`config.mk`:
```
export PLATFORM = sky130hd
export DESIGN_NAME = wb_arbiter
export DESIGN_NICKNAME = d
export VERILOG_FILES = /design/src/rtl/wb_arbiter_pkg.sv /design/src/rtl/wb_arbiter_hold_entry.sv /design/src/rtl/wb_arbiter.sv
export SDC_FILE = /design/constraint.sdc
export NUM_CORES = 1
export LEC_CHECK = 0
export CAP_MARGIN = 20
export CORE_MARGIN = 2
export CORE_UTILIZATION = 47
export DETAILED_ROUTE_END_ITERATION = 12
export GPL_TIMING_DRIVEN = 0
export PLACE_DENSITY = 0.75
export RECOVER_POWER = 50
export SLEW_MARGIN = 20
export SYNTH_ARGS = -nofsm -noshare
export SYNTH_HDL_FRONTEND = slang
export SYNTH_SLANG_ARGS = --single-unit
```
`constraint.sdc`:
```
create_clock -name clk -period 1.5 [get_ports clk]
set_clock_uncertainty 0.05 [all_clocks]
set_input_delay 0.225 -clock clk [delete_from_list [all_inputs] [get_ports clk]]
set_output_delay 0.225 -clock clk [all_outputs]
set_load 0.02 [all_outputs]
```
`src/rtl/wb_arbiter_pkg.sv`:
```
// Shared definitions for the write-back arbiter: source encodings and
// default widths. Optional starvation guard macro: WB_STARVE_GUARD_EN.
package wb_arbiter_pkg;

    localparam int DEF_DATA_W    = 8;
    localparam int DEF_ADDR_W    = 3;
    localparam int DEF_MAX_STALL = 3;

    // Source tag carried alongside each register-file write.
    typedef enum logic {
        WB_SRC_ALU = 1'b0,
        WB_SRC_MEM = 1'b1
    } wb_src_e;

endpackage

```
`src/rtl/wb_arbiter_hold_entry.sv`:
```
// Single-slot holding entry for one write-back source. It accepts a new
// result whenever it is empty or is being drained in the same cycle.
// Flush and reset both drop the slot and block the handshake.
module wb_hold_entry #(
    parameter int DATA_W = 8,
    parameter int ADDR_W = 3
) (
    input  logic              clk,
    input  logic              reset,
    input  logic              flush,
    input  logic              in_valid,
    output logic              in_ready,
    input  logic [ADDR_W-1:0] in_rd,
    input  logic [DATA_W-1:0] in_data,
    input  logic              grant,
    output logic              pending,
    output logic [ADDR_W-1:0] rd,
    output logic [DATA_W-1:0] data
);

    logic              pending_d, pending_q;
    logic [ADDR_W-1:0] rd_d, rd_q;
    logic [DATA_W-1:0] data_d, data_q;
    logic              ready_c;
    logic              take_c;

    // Handshake and next-state of the slot; a refill wins over a drain.
    always_comb begin
        ready_c   = reset && !flush && (!pending_q || grant);
        take_c    = in_valid && ready_c;
        pending_d = pending_q;
        rd_d      = rd_q;
        data_d    = data_q;
        if (flush) begin
            pending_d = 1'b0;
        end else if (take_c) begin
            pending_d = 1'b1;
            rd_d      = in_rd;
            data_d    = in_data;
        end else if (grant) begin
            pending_d = 1'b0;
        end
    end

    // Slot registers with synchronous active-low reset.
    always_ff @(posedge clk) begin
        if (!reset) begin
            pending_q <= 1'b0;
            rd_q      <= '0;
            data_q    <= '0;
        end else begin
            pending_q <= pending_d;
            rd_q      <= rd_d;
            data_q    <= data_d;
        end
    end

    assign in_ready = ready_c;
    assign pending  = pending_q;
    assign rd       = rd_q;
    assign data     = data_q;

endmodule

```
`src/rtl/wb_arbiter.sv`:
```
// Write-back arbiter: merges ALU results and load data into one registered
// register-file write port. Memory normally wins; with WB_STARVE_GUARD_EN
// defined, an ALU entry that has lost MAX_STALL times in a row is forced
// through unless both target the same register (load-then-ALU order).
module wb_arbiter
    import wb_arbiter_pkg::*;
#(
    parameter int DATA_W    = DEF_DATA_W,
    parameter int ADDR_W    = DEF_ADDR_W,
    parameter int MAX_STALL = DEF_MAX_STALL
) (
    input  logic                           clk,
    input  logic                           reset,
    input  logic                           flush,
    input  logic                           alu_valid,
    output logic                           alu_ready,
    input  logic [ADDR_W-1:0]              alu_rd,
    input  logic [DATA_W-1:0]              alu_data,
    input  logic                           mem_valid,
    output logic                           mem_ready,
    input  logic [ADDR_W-1:0]              mem_rd,
    input  logic [DATA_W-1:0]              mem_data,
    output logic                           rf_we,
    output logic [ADDR_W-1:0]              rf_waddr,
    output logic [DATA_W-1:0]              rf_wdata,
    output logic                           wb_src,
    output logic [$clog2(MAX_STALL+1)-1:0] stall_cnt
);

    localparam int                 STALL_W   = $clog2(MAX_STALL + 1);
    localparam logic [STALL_W-1:0] STALL_MAX = STALL_W'(MAX_STALL);

    logic              alu_pend, mem_pend;
    logic [ADDR_W-1:0] alu_rd_h, mem_rd_h;
    logic [DATA_W-1:0] alu_data_h, mem_data_h;
    logic              alu_grant, mem_grant;
    logic              both_pend, guard_hit;

    logic               rf_we_d, rf_we_q;
    logic [ADDR_W-1:0]  rf_waddr_d, rf_waddr_q;
    logic [DATA_W-1:0]  rf_wdata_d, rf_wdata_q;
    wb_src_e            src_d, src_q;
    logic [STALL_W-1:0] stall_cnt_d, stall_cnt_q;

    wb_hold_entry #(
        .DATA_W (DATA_W),
        .ADDR_W (ADDR_W)
    ) u_alu_entry (
        .clk      (clk),
        .reset    (reset),
        .flush    (flush),
        .in_valid (alu_valid),
        .in_ready (alu_ready),
        .in_rd    (alu_rd),
        .in_data  (alu_data),
        .grant    (alu_grant),
        .pending  (alu_pend),
        .rd       (alu_rd_h),
        .data     (alu_data_h)
    );

    wb_hold_entry #(
        .DATA_W (DATA_W),
        .ADDR_W (ADDR_W)
    ) u_mem_entry (
        .clk      (clk),
        .reset    (reset),
        .flush    (flush),
        .in_valid (mem_valid),
        .in_ready (mem_ready),
        .in_rd    (mem_rd),
        .in_data  (mem_data),
        .grant    (mem_grant),
        .pending  (mem_pend),
        .rd       (mem_rd_h),
        .data     (mem_data_h)
    );

    // Grant selection from the held entries only; memory wins ties.
    always_comb begin
        both_pend = alu_pend && mem_pend;
`ifdef WB_STARVE_GUARD_EN
        // Same destination keeps memory first so the ALU value lands last.
        guard_hit = both_pend && (stall_cnt_q == STALL_MAX) && (alu_rd_h != mem_rd_h);
`else
        guard_hit = 1'b0;
`endif
        alu_grant = alu_pend && (!mem_pend || guard_hit);
        mem_grant = mem_pend && !alu_grant;
    end

    // Next write-port values and ALU-loss counter; flush suppresses any write.
    always_comb begin
        rf_we_d     = 1'b0;
        rf_waddr_d  = rf_waddr_q;
        rf_wdata_d  = rf_wdata_q;
        src_d       = src_q;
        stall_cnt_d = '0;
        if (!flush) begin
            if (mem_grant) begin
                rf_we_d    = (mem_rd_h != '0);
                rf_waddr_d = mem_rd_h;
                rf_wdata_d = mem_data_h;
                src_d      = WB_SRC_MEM;
            end else if (alu_grant) begin
                rf_we_d    = (alu_rd_h != '0);
                rf_waddr_d = alu_rd_h;
                rf_wdata_d = alu_data_h;
                src_d      = WB_SRC_ALU;
            end
            if (both_pend && mem_grant) begin
                stall_cnt_d = (stall_cnt_q == STALL_MAX) ? stall_cnt_q
                                                         : stall_cnt_q + STALL_W'(1);
            end
        end
    end

    // Registered write port and counter with synchronous active-low reset.
    always_ff @(posedge clk) begin
        if (!reset) begin
            rf_we_q     <= 1'b0;
            rf_waddr_q  <= '0;
            rf_wdata_q  <= '0;
            src_q       <= WB_SRC_ALU;
            stall_cnt_q <= '0;
        end else begin
            rf_we_q     <= rf_we_d;
            rf_waddr_q  <= rf_waddr_d;
            rf_wdata_q  <= rf_wdata_d;
            src_q       <= src_d;
            stall_cnt_q <= stall_cnt_d;
        end
    end

    assign rf_we     = rf_we_q;
    assign rf_waddr  = rf_waddr_q;
    assign rf_wdata  = rf_wdata_q;
    assign wb_src    = src_q;
    assign stall_cnt = stall_cnt_q;

endmodule

```
==> results.md <==
* Mapped Cells at 175
* Total gr overflow at 0
* Crit-path cells: buf_6 -> a21oi_2 -> buf_4
* Critical Path Sink Type: output pin
* CP Max Fanout at 18
* DP Wirelength at 2.88 mm
* Internal at 0.00141 W
* Static leakage at 1.04 nW
* Synthesized flop and latch total at 39
* Mapped Nets at 203
* Seq pwr share at 58.4%
* Worst EP required at 1220 ps
* Crit path buf inv count at 2
* EDFF count, synth at 0
* Die ar. at 0.00401 mm2
* Setup CP Type: flop to output pin
* Nets at 251
* Final setup viols at 0
* Area Growth Syn to Fin at 29.8%
* Hold-fix buffers, CTS at 0
* Root buf cell: clkbuf_4
* Synth Flop Type: dfxtp_1
* Largest net degree at the start of global routing at 19
* Clock latency on the worst-skew pair at 340 ps
* Synth Cell Area at 0.00165 mm2
* Antenna viol nets, final at 0
* Slew Viols, Final at 0
* DR WL/cell at 13.6 um
* Total core area at 0.00336 mm2
* GPL Wtd Cong at 0.796
* CP max stage delay at 340 ps
* Crit path DAT at 1140 ps
* Yosys cell types at 30
* Width of the die at 63.3 um
* TritonCTS Buffers at 5
* Critical Path Start Type: flop
* Period utilisation layout at 94.4%
* Starting Density at 49.2%
* Total power at 0.00192 W
* Fill cells at 320
* Vias at 1386
* PD cells at 892 mW/mm2
* Area contributors post-synth: dfxtp_1, mux2i_1, o211a_1
* RSZ-0062 raised after global routing: false
* Initial antenna violation count at 0
* Switch Pwr at 0.000500 W
* DRC at 0
* # diodes at 0
* Final Hold Viols at 0
* CTS Buffer Depth at 2
* Achievable frequency at 706 MHz
* DIE HEIGHT at 63.3 um
* H-tree level count at 2
* Max-cap violation count at 0
* CP max-delay cell: dfxtp_1
* Sw Ratio at 26.1%
* Drt first pass iters at 4
* Max VDD drop at 491 uV
* Clock-pin slew on the worst setup and hold paths at 120 ps
* Finished Core Util at 63.8%
* PortBufs at 42
* 1st-iter DRT viols at 74
* Clk pwr share at 26.8%
* Ratio of cells with drive above 1 in the final layout at 12.5%
* Status: complete, no violations
* Drt via density at 5.13
* Post-route setup TNS at 0 ps
* Syn avg cell area at 9.45 um2
* Post-DP Area at 0.00213 mm2
* Combinational fraction of design power at 14.8%
* CTS tree: done
* Post-synth top area share at 47.2%
* Max_slew headroom at 69.9%
* Worst-margin pin slew at 451 ps
* Drt total wl at 3.68 mm
* Hold Crit Class: input pin to flop
* Min Tclk post-route at 1420 ps
* Clk sinks at 39
* Fin area at 0.00215 mm2
* First-pass GRT wire length at 6.42 mm
* Vias in the first global route at 1477
* I/O pins at 44
* Ys async rst share at 0%
* Seq/Total Area, Yosys at 47.2%
* Ys Warns at 0
* Crit path max-delay family: buffers and inverters
* Row Count at 21
* GRT Total Usage at 20.6%
* Top cell type by total area after synthesis: dfxtp_1
==> Yosys cell counts, drive strengths merged (2+ instances only) <==
master  number
nand4       11
inv         14
a21oi        3
o21ai       23
nand3       11
nand2       23
clkbuf       3
nor3         3
mux2i       12
dfxtp       39
o211a       11
buf         11
nand2b       2
==> cell type report <==
type | count | area, um2 | area share [%]
flip-flops and latches | 39 | 781 | 36.4
multi-input cells | 108 | 722 | 33.6
repair buffers | 43 | 407 | 18.9
plain buffers | 12 | 77.6 | 3.61
well taps | 46 | 57.6 | 2.68
inverters | 14 | 52.6 | 2.45
clock buffers | 7 | 45.0 | 2.10
clock inverters | 1 | 5.00 | 0.233
==> worst min-delay path, delay by kind of cell <==
kind,cells,cell delay [ps]
compound gates,1,60
simple gates,1,60
buf+inv,1,120
==> per-layer routing <==
layer | global-route usage, % | up-vias | wire length, um
li1 | - | 708 | -
met1 | 22.3 | 640 | 1540
met2 | 37.0 | 31 | 1880
met3 | 5.89 | 7 | 183
met4 | 9.51 | 0 | 77
met5 | 0 | - | 0
==> power by group through the flow <==
| stage | Clock [W] | Sequential, W | Combinational, W |
|---|---|---|---|
| floorplan | 0 | 0.00116 | 0.000142 |
| detailed placement | 0 | 0.00114 | 0.000303 |
| global route | 0.000585 | 0.00113 | 0.000311 |
| global placement | 0 | 0.00114 | 0.000295 |
| CTS | 0.000517 | 0.00112 | 0.000287 |
| finish | 0.000513 | 0.00112 | 0.000283 |
==> path summary, 6_finish.rpt <==
kind | start | to | slack (ps) | cells after the start
hold reg to reg | u_alu_entry.data[6]$_SDFFE_PN0P_ | u_alu_entry.data[6]$_SDFFE_PN0P_ | 420 | 2
hold / removal | reset | u_alu_entry.rd[0]$_SDFFE_PN0P_ | 110 | 3
setup reg to reg | u_mem_entry.pending$_SDFFE_PP0P_ | u_alu_entry.data[1]$_SDFFE_PN0P_ | 130 | 5
setup / recovery | u_mem_entry.pending$_SDFFE_PP0P_ | alu_ready | 80 | 3
==> layout by cell type (no fill, tap or decap), types with 2 or more instances in the layout <==
cell,n
o21ai_0,13
nand3_1,11
o21ai_2,10
inv_1,14
dfxtp_1,39
dlygate4sd3_1,2
nand4_1,11
dlygate4sd2_1,15
clkbuf_4,5
buf_6,4
nor3_1,3
nand2_1,23
o211a_1,11
clkdlybuf4s50_1,22
clkbuf_1,7
buf_4,3
a21oi_1,2
mux2i_1,12
==> sequential cells by signal, indices dropped and copies added, names as in the netlist <==
name	count
stall_cnt	2
u_mem_entry.pending	1
rf_waddr	3
wb_src	1
u_alu_entry.pending	1
u_mem_entry.data	8
rf_we	1
u_alu_entry.data	8
u_mem_entry.rd	3
rf_wdata	8
u_alu_entry.rd	3
==> through the flow <==
step	worst slack, ps	instances	hold slack [ps]
3_5_place_dp	-588	263	411
5_1_grt	6.04	270	95.1
4_1_cts	1.61	269	102
2_1_floorplan	257	175	318
3_3_place_gp	-566	263	405
6_report	83.9	270	113
==> cells by family (layout without fill, tap and decap cells) <==
logic type / count (synthesis) / in the layout / synth area share [%]
AND/OR/NAND/NOR: 54 / 54 / 16.7
multiplexers: 12 / 12 / 7.26
adder cells (fa/ha/maj): 1 / 1 / 0.756
flip-flops: 39 / 39 / 47.2
AO/OA/AOI/OAI: 40 / 40 / 18.3
buffers and inverters: 28 / 77 / 9.23
XOR/XNOR: 1 / 1 / 0.530
==> timing repair <==
action | CTS | global route
gates cloned | 0 | 0
setup buffers | 0 | 1
gates resized for setup | 25 | 3
setup endpoints to repair | 17 | 2
Power figures use the tool's default switching activity.
